### src/rtl/fetch_pkg.sv
// rtl/fetch_pkg.sv - shared types and constants for the instruction fetch front end
package fetch_pkg;

  typedef enum logic [1:0] {
    BOOT  = 2'd0,
    FETCH = 2'd1,
    DRAIN = 2'd2
  } fetch_state_t;

  // Bit positions of the fields pre-split for decode
  localparam int OP_LSB = 0;
  localparam int F3_LSB = 12;
  localparam int F7_LSB = 25;

  localparam int PC_INC = 4;

endpackage

### src/rtl/fetch_fifo.sv
// rtl/fetch_fifo.sv - synchronous FIFO of {instr, pc} entries with flush
// Ports:
//   clk, rst         : clock, synchronous active-high reset
//   push, wdata      : write one entry (ignored when full)
//   pop              : drop the head entry (ignored when empty)
//   flush            : discard every entry; wins over push and pop
//   rdata            : head entry (meaningful only when !empty)
//   count/empty/full : occupancy status
module fetch_fifo #(
  parameter int DEPTH = 4,
  parameter int W     = 64
) (
  input  logic                         clk,
  input  logic                         rst,
  input  logic                         push,
  input  logic [W-1:0]                 wdata,
  input  logic                         pop,
  input  logic                         flush,
  output logic [W-1:0]                 rdata,
  output logic [$clog2(DEPTH+1)-1:0]   count,
  output logic                         empty,
  output logic                         full
);

  localparam int PW = $clog2(DEPTH);
  localparam int CW = $clog2(DEPTH+1);

  logic [W-1:0]  mem [DEPTH];
  logic [PW-1:0] wr_ptr;
  logic [PW-1:0] rd_ptr;
  logic          do_push;
  logic          do_pop;

  assign empty   = (count == '0);
  assign full    = (count == CW'(DEPTH));
  assign do_push = push && !full;
  assign do_pop  = pop && !empty;
  assign rdata   = mem[rd_ptr];

  // Storage needs no reset: nothing reads it while the FIFO is empty
  always_ff @(posedge clk) begin
    if (do_push && !flush) begin
      mem[wr_ptr] <= wdata;
    end
  end

  // DEPTH is a power of two, so the pointers wrap on their own
  always_ff @(posedge clk) begin
    if (rst || flush) begin
      wr_ptr <= '0;
      rd_ptr <= '0;
      count  <= '0;
    end else begin
      if (do_push) wr_ptr <= wr_ptr + 1'b1;
      if (do_pop)  rd_ptr <= rd_ptr + 1'b1;
      case ({do_push, do_pop})
        2'b10:   count <= count + 1'b1;
        2'b01:   count <= count - 1'b1;
        default: count <= count;
      endcase
    end
  end

endmodule

### src/rtl/fetch_unit.sv
// rtl/fetch_unit.sv - instruction fetch front end: PC, imem requests, instruction buffer, redirect flush
// Optional feature macro: FETCH_MISALIGN_CHECK_EN (adds fetch_misalign, rejects misaligned redirects)
// Ports:
//   clk, rst                       : clock, synchronous active-high reset
//   imem_req_valid/ready/addr      : word request channel to instruction memory
//   imem_rsp_valid/data            : in-order responses, no backpressure
//   redirect_valid/pc              : one-cycle flush and restart from execute
//   dec_valid/ready                : handshake to decode
//   dec_instr/pc/op/funct3/funct7  : buffered head instruction and its pre-split fields
//   fetch_misalign                 : (macro only) pulse when a misaligned redirect is ignored
module fetch_unit
  import fetch_pkg::*;
#(
  parameter int                ADDR_W     = 32,
  parameter int                FIFO_DEPTH = 4,
  parameter logic [ADDR_W-1:0] RESET_PC   = '0
) (
  input  logic              clk,
  input  logic              rst,
  output logic              imem_req_valid,
  input  logic              imem_req_ready,
  output logic [ADDR_W-1:0] imem_req_addr,
  input  logic              imem_rsp_valid,
  input  logic [31:0]       imem_rsp_data,
  input  logic              redirect_valid,
  input  logic [ADDR_W-1:0] redirect_pc,
  output logic              dec_valid,
  input  logic              dec_ready,
  output logic [31:0]       dec_instr,
  output logic [ADDR_W-1:0] dec_pc,
  output logic [6:0]        dec_op,
  output logic [2:0]        dec_funct3,
  output logic [6:0]        dec_funct7
`ifdef FETCH_MISALIGN_CHECK_EN
  ,
  output logic              fetch_misalign
`endif
);

  localparam int              CNT_W      = $clog2(FIFO_DEPTH+1);
  localparam logic [CNT_W:0]  CREDIT_MAX = (CNT_W+1)'(FIFO_DEPTH);
  localparam logic [ADDR_W-1:0] WORD_MASK = ~ADDR_W'(3);

  fetch_state_t      state, state_nxt;
  logic [ADDR_W-1:0] pc;
  logic [ADDR_W-1:0] rsp_pc;
  logic [ADDR_W-1:0] redir_target;
  logic [CNT_W-1:0]  outstanding;
  logic [CNT_W-1:0]  drop_cnt, drop_nxt;
  logic [CNT_W-1:0]  occupancy;
  logic              redir_ok;
  logic              req_fire;
  logic              push;
  logic              pop;
  logic              fifo_empty;
  logic              fifo_full;
  logic [31:0]       head_instr;
  logic [ADDR_W-1:0] head_pc;

  assign redir_target = redirect_pc & WORD_MASK;

`ifdef FETCH_MISALIGN_CHECK_EN
  logic misaligned;
  assign misaligned = (redirect_pc[1:0] != 2'b00);
  assign redir_ok   = redirect_valid && (state != BOOT) && !misaligned;

  always_ff @(posedge clk) begin
    if (rst) fetch_misalign <= 1'b0;
    else     fetch_misalign <= redirect_valid && (state != BOOT) && misaligned;
  end
`else
  assign redir_ok = redirect_valid && (state != BOOT);
`endif

  always_comb begin
    state_nxt      = state;
    drop_nxt       = drop_cnt;
    // Credit counts both buffered and in-flight words, so a response always has a slot
    imem_req_valid = (state == FETCH) && !fifo_full && !redirect_valid &&
                     (({1'b0, occupancy} + {1'b0, outstanding}) < CREDIT_MAX);
    unique case (state)
      BOOT: state_nxt = FETCH;
      FETCH, DRAIN: begin
        if (redir_ok) begin
          // A response landing with the redirect is already stale, so it is not counted
          drop_nxt  = outstanding - CNT_W'(imem_rsp_valid);
          state_nxt = (drop_nxt != '0) ? DRAIN : FETCH;
        end else if ((state == DRAIN) && imem_rsp_valid) begin
          drop_nxt = drop_cnt - 1'b1;
          if (drop_nxt == '0) state_nxt = FETCH;
        end
      end
      default: state_nxt = BOOT;
    endcase
  end

  assign req_fire      = imem_req_valid && imem_req_ready;
  assign imem_req_addr = pc;
  assign push          = imem_rsp_valid && (state == FETCH) && !redir_ok;
  assign pop           = dec_valid && dec_ready;

  always_ff @(posedge clk) begin
    if (rst) begin
      state       <= BOOT;
      pc          <= RESET_PC;
      rsp_pc      <= RESET_PC;
      outstanding <= '0;
      drop_cnt    <= '0;
    end else begin
      state    <= state_nxt;
      drop_cnt <= drop_nxt;
      if (redir_ok)      pc <= redir_target;
      else if (req_fire) pc <= pc + ADDR_W'(PC_INC);
      // Responses are in order, so the PC of the next kept response is a running counter
      if (redir_ok)  rsp_pc <= redir_target;
      else if (push) rsp_pc <= rsp_pc + ADDR_W'(PC_INC);
      case ({req_fire, imem_rsp_valid})
        2'b10:   outstanding <= outstanding + 1'b1;
        2'b01:   outstanding <= outstanding - 1'b1;
        default: outstanding <= outstanding;
      endcase
    end
  end

  fetch_fifo #(
    .DEPTH (FIFO_DEPTH),
    .W     (32 + ADDR_W)
  ) u_fifo (
    .clk   (clk),
    .rst   (rst),
    .push  (push),
    .wdata ({imem_rsp_data, rsp_pc}),
    .pop   (pop),
    .flush (redir_ok),
    .rdata ({head_instr, head_pc}),
    .count (occupancy),
    .empty (fifo_empty),
    .full  (fifo_full)
  );

  // Outputs read zero whenever nothing is buffered
  assign dec_valid  = !fifo_empty;
  assign dec_instr  = dec_valid ? head_instr : '0;
  assign dec_pc     = dec_valid ? head_pc : '0;
  assign dec_op     = dec_instr[OP_LSB +: 7];
  assign dec_funct3 = dec_instr[F3_LSB +: 3];
  assign dec_funct7 = dec_instr[F7_LSB +: 7];

endmodule

### config.mk
export PLATFORM = sky130hd
export DESIGN_NAME = fetch_unit
export DESIGN_NICKNAME = d
export VERILOG_FILES = /design/src/rtl/fetch_pkg.sv /design/src/rtl/fetch_fifo.sv /design/src/rtl/fetch_unit.sv
export SDC_FILE = /design/constraint.sdc
export NUM_CORES = 1
export LEC_CHECK = 0
export CAP_MARGIN = 15
export CELL_PAD_IN_SITES_DETAIL_PLACEMENT = 0
export CELL_PAD_IN_SITES_GLOBAL_PLACEMENT = 2
export CORE_ASPECT_RATIO = 0.7
export CORE_MARGIN = 3
export CORE_UTILIZATION = 40
export DETAILED_ROUTE_END_ITERATION = 8
export PLACE_DENSITY_LB_ADDON = 0.08
export SYNTH_ARGS = -nofsm -noshare
export SYNTH_HDL_FRONTEND = slang
export SYNTH_HIERARCHICAL = 1
export SYNTH_SLANG_ARGS = --single-unit
export TNS_END_PERCENT = 10
### constraint.sdc
create_clock -name clk -period 9.25 [get_ports clk]
set_input_delay 1.85 -clock clk [delete_from_list [all_inputs] [get_ports clk]]
set_output_delay 1.85 -clock clk [all_outputs]
set_load 0.03 [all_outputs]
==> flow_summary.toml <==
[outcome]
status = "completed"

[cells_and_area]
ff_latch_area_um2 = 9236
fillCellCount = 2962
final_cell_mix = "edfxtp_1 (256), clkdlybuf4s50_1 (180), dfxtp_1 (75)"
drive_above_1_share_pct = 12.70
fin_nets = 1192
antenna_cells = 0
final_common_cell = "edfxtp_1"
multi_input_area_um2 = 4457
area_growth_pct = 22.52
design_area_um2 = 17320

[worst_setup_path]
crit_path_end_kind = "primary output"
critPathKind = "in2out"
cp_slowest_cell = "clkdlybuf4s50_1"
required_ns = 7.40
reg2reg_depth = 10
cp.arrival_ns = 3.50
crit_family = "buffers and inverters"
path_buf_inv = 2
slowest_delay_ns = 0.67
worstSetupPathDepth = 4
cpMostUsedCell = "clkdlybuf4s50_1"
cp_cell_sequence = "clkdlybuf4s50_1, nor4b_2, and3_1, clkdlybuf4s50_1"
critPathLaunchType = "input port"
cp_max_fo = 3

[clocking]
clock_latency_ns = 0.51
htreeDepth = 2
cts_resized = 0
clkTransAtPathRegs_ns = 0.06
cts_buffer_depth = 3
clock_sinks = 333
cts-buffers-inserted = 34
clock-root-buffer = "clkbuf_16"
cts_setup_buffers = 0
cts_tree = "yes"
hold_buffers = 0

[global_routing]
grt_pass1_wl_mm = 50.80
antenna_found_initial = 0
first_global_vias = 8359
grt_max_degree = 84
grt_usage_pct = 17.52
gr-total-overflow = 0

[timing]
hold_violations = 0
clock.fmax_mhz = 186.9
tightest_slew_ns = 1.035
setup_violations = 0
rsz0062_at_grt = "false"
maxSlewHeadroom_pct = 30.98
slew_violations = 0
fin_tns_setup_ns = 0
clock_skew_ns = 0.01454
period_minus_slack_ns = 5.352
fin_crit_sh_pct = 57.85

[drt]
viasPerCell = 5.164
postRouteAntennaNets = 0
drcViolationCount = 0
wl_met3_mm = 1.479
drt_wl_total_mm = 32.61
firstDrtPassIters = 4
wl_per_cell_um = 20.51
drt_first_iter_violations = 506
wl_met1_mm = 15.81
top_layer = "met4"
route.met2.wl_mm = 14.83
via_count = 8211

[yosys]
ys_async_sr_fraction_pct = 0
postSynthCellCount = 923
synth_edf_count = 256
ys_seq_area_share_pct = 65.29
synth_area_um2 = 14130
synth.largest_area_cell = "edfxtp_1"
postSynth.topFlopCell = "edfxtp_1"
netlist.area_leader.share_pct = 54.39
yosysUniqueCellTypes = 61
yosys_warnings = 6
synth_area_leaders = "edfxtp_1 (54%), dfxtp_1 (11%), mux4_2 (9.6%)"
synth_area_per_cell_um2 = 15.31
ys_ff_latch = 333

[floorplanning]
io_pins = 185
core_area_um2 = 34120
die_x_um = 230.7
fp.dieH_um = 163.3
initial_core_util_pct = 41.42
rows = 56
dieArea_um2 = 37660

[placed_design]
io_buffers = 180
dpl_cell_area_um2 = 16280
gp_congestion = 0.7567
hpwlAfterDp_mm = 20.75

[min_path]
holdCritPathClass = "reg2reg"
holdPathStages = 2

[pwr]
power.density_nw_per_um2 = 235.3
p_leak_nw = 5.506
peakVddDrop_mv = 0.1200

[job]
drv_cap = 0
worst reg2reg max path, stage by stage, from the launching register on:
cell,delay (ns)
dfxtp_1,0.35
inv_1,0.09
ha_1,0.17
nand2b_2,0.31
inv_1,0.07
buf_4,0.22
nor2_1,0.26
nand2_1,0.23
nor3b_2,0.22
buf_4,0.44
buf_4,0.61
cells in the mapped netlist, drive strengths merged, types with 18 or more instances:
master,n
inv,26
nand2,29
xor2,33
nand3,23
a21oi,51
clkbuf,24
o21bai,27
edfxtp,256
mux4,64
dfxtp,77
nor2b,65
nand4,28
ha,18
buf,36
nor2,29
kinds of logic (layout without fill, tap and decap cells):
family | after synthesis | count (layout) | share of synthesized area (%)
other | 1 | 10 | 0.02653
AND/OR/NAND/NOR | 241 | 241 | 10.22
XOR/XNOR | 48 | 48 | 2.974
adder cells (fa/ha/maj) | 20 | 20 | 1.877
buffers and inverters | 86 | 280 | 3.612
flip-flops | 333 | 333 | 65.29
AO/OA/AOI/OAI | 128 | 128 | 5.559
multiplexers | 66 | 66 | 10.45
final timing paths:
check / slack, ns / from / endpoint
setup / recovery: 3.90 / redirect_valid / imem_req_valid
setup reg to reg: 5.89 / state[0]$_SDFFE_PP0P_ / u_fifo/mem[1][1]$_DFFE_PP_
hold reg to reg: 0.49 / u_fifo/rd_ptr[1]$_SDFFE_PP0P_ / register
hold / removal: 0.49 / u_fifo/rd_ptr[1]$_SDFFE_PP0P_ / register
state kept, by name, indices dropped and copies added (netlist names), named ones only:
signal	flops
u_fifo/rd_ptr	2
u_fifo/wr_ptr	2
rsp_pc	30
outstanding	3
u_fifo/count	3
u_fifo/mem	256
imem_req_addr	30
drop_cnt	3
state	2
power by group:
group	total (W)	internal, W	switching (W)
combinational	0.000841	0.000348	0.000494
sequential	0.00192	0.00178	0.000141
clock	0.00131	0.000752	0.000559
layout make-up:
type,count,share of cell area (%)
clock buffers,44,5.252
clock inverters,16,0.7514
inverters,26,0.5635
multi-input cells,513,25.74
flip-flops and latches,333,53.33
well taps,464,3.352
repair buffers,194,11.01
metal layers:
layer / vias to the layer above / GRT usage, %
li1: 3883 / -
met1: 4137 / 26.07
met2: 152 / 26.67
met3: 39 / 3.574
met4: 0 / 3.997
met5: - / 0
metrics by stage:
step                worst slack, ns  total power (W)  hold slack, ns  std cells  util (%)
floorplan                     1.298         0.002458          0.4591        932         -
global placement              3.909         0.002805          0.4686       1530     47.70
detailed placement            3.879         0.002811          0.4786       1530     47.70
CTS                           3.859         0.004133          0.4887       1590     50.75
global route                  3.732         0.004273          0.5214       1590     50.75
finish                        3.898         0.004075          0.4887       1590     50.75
(Power assumes the default switching activity.)
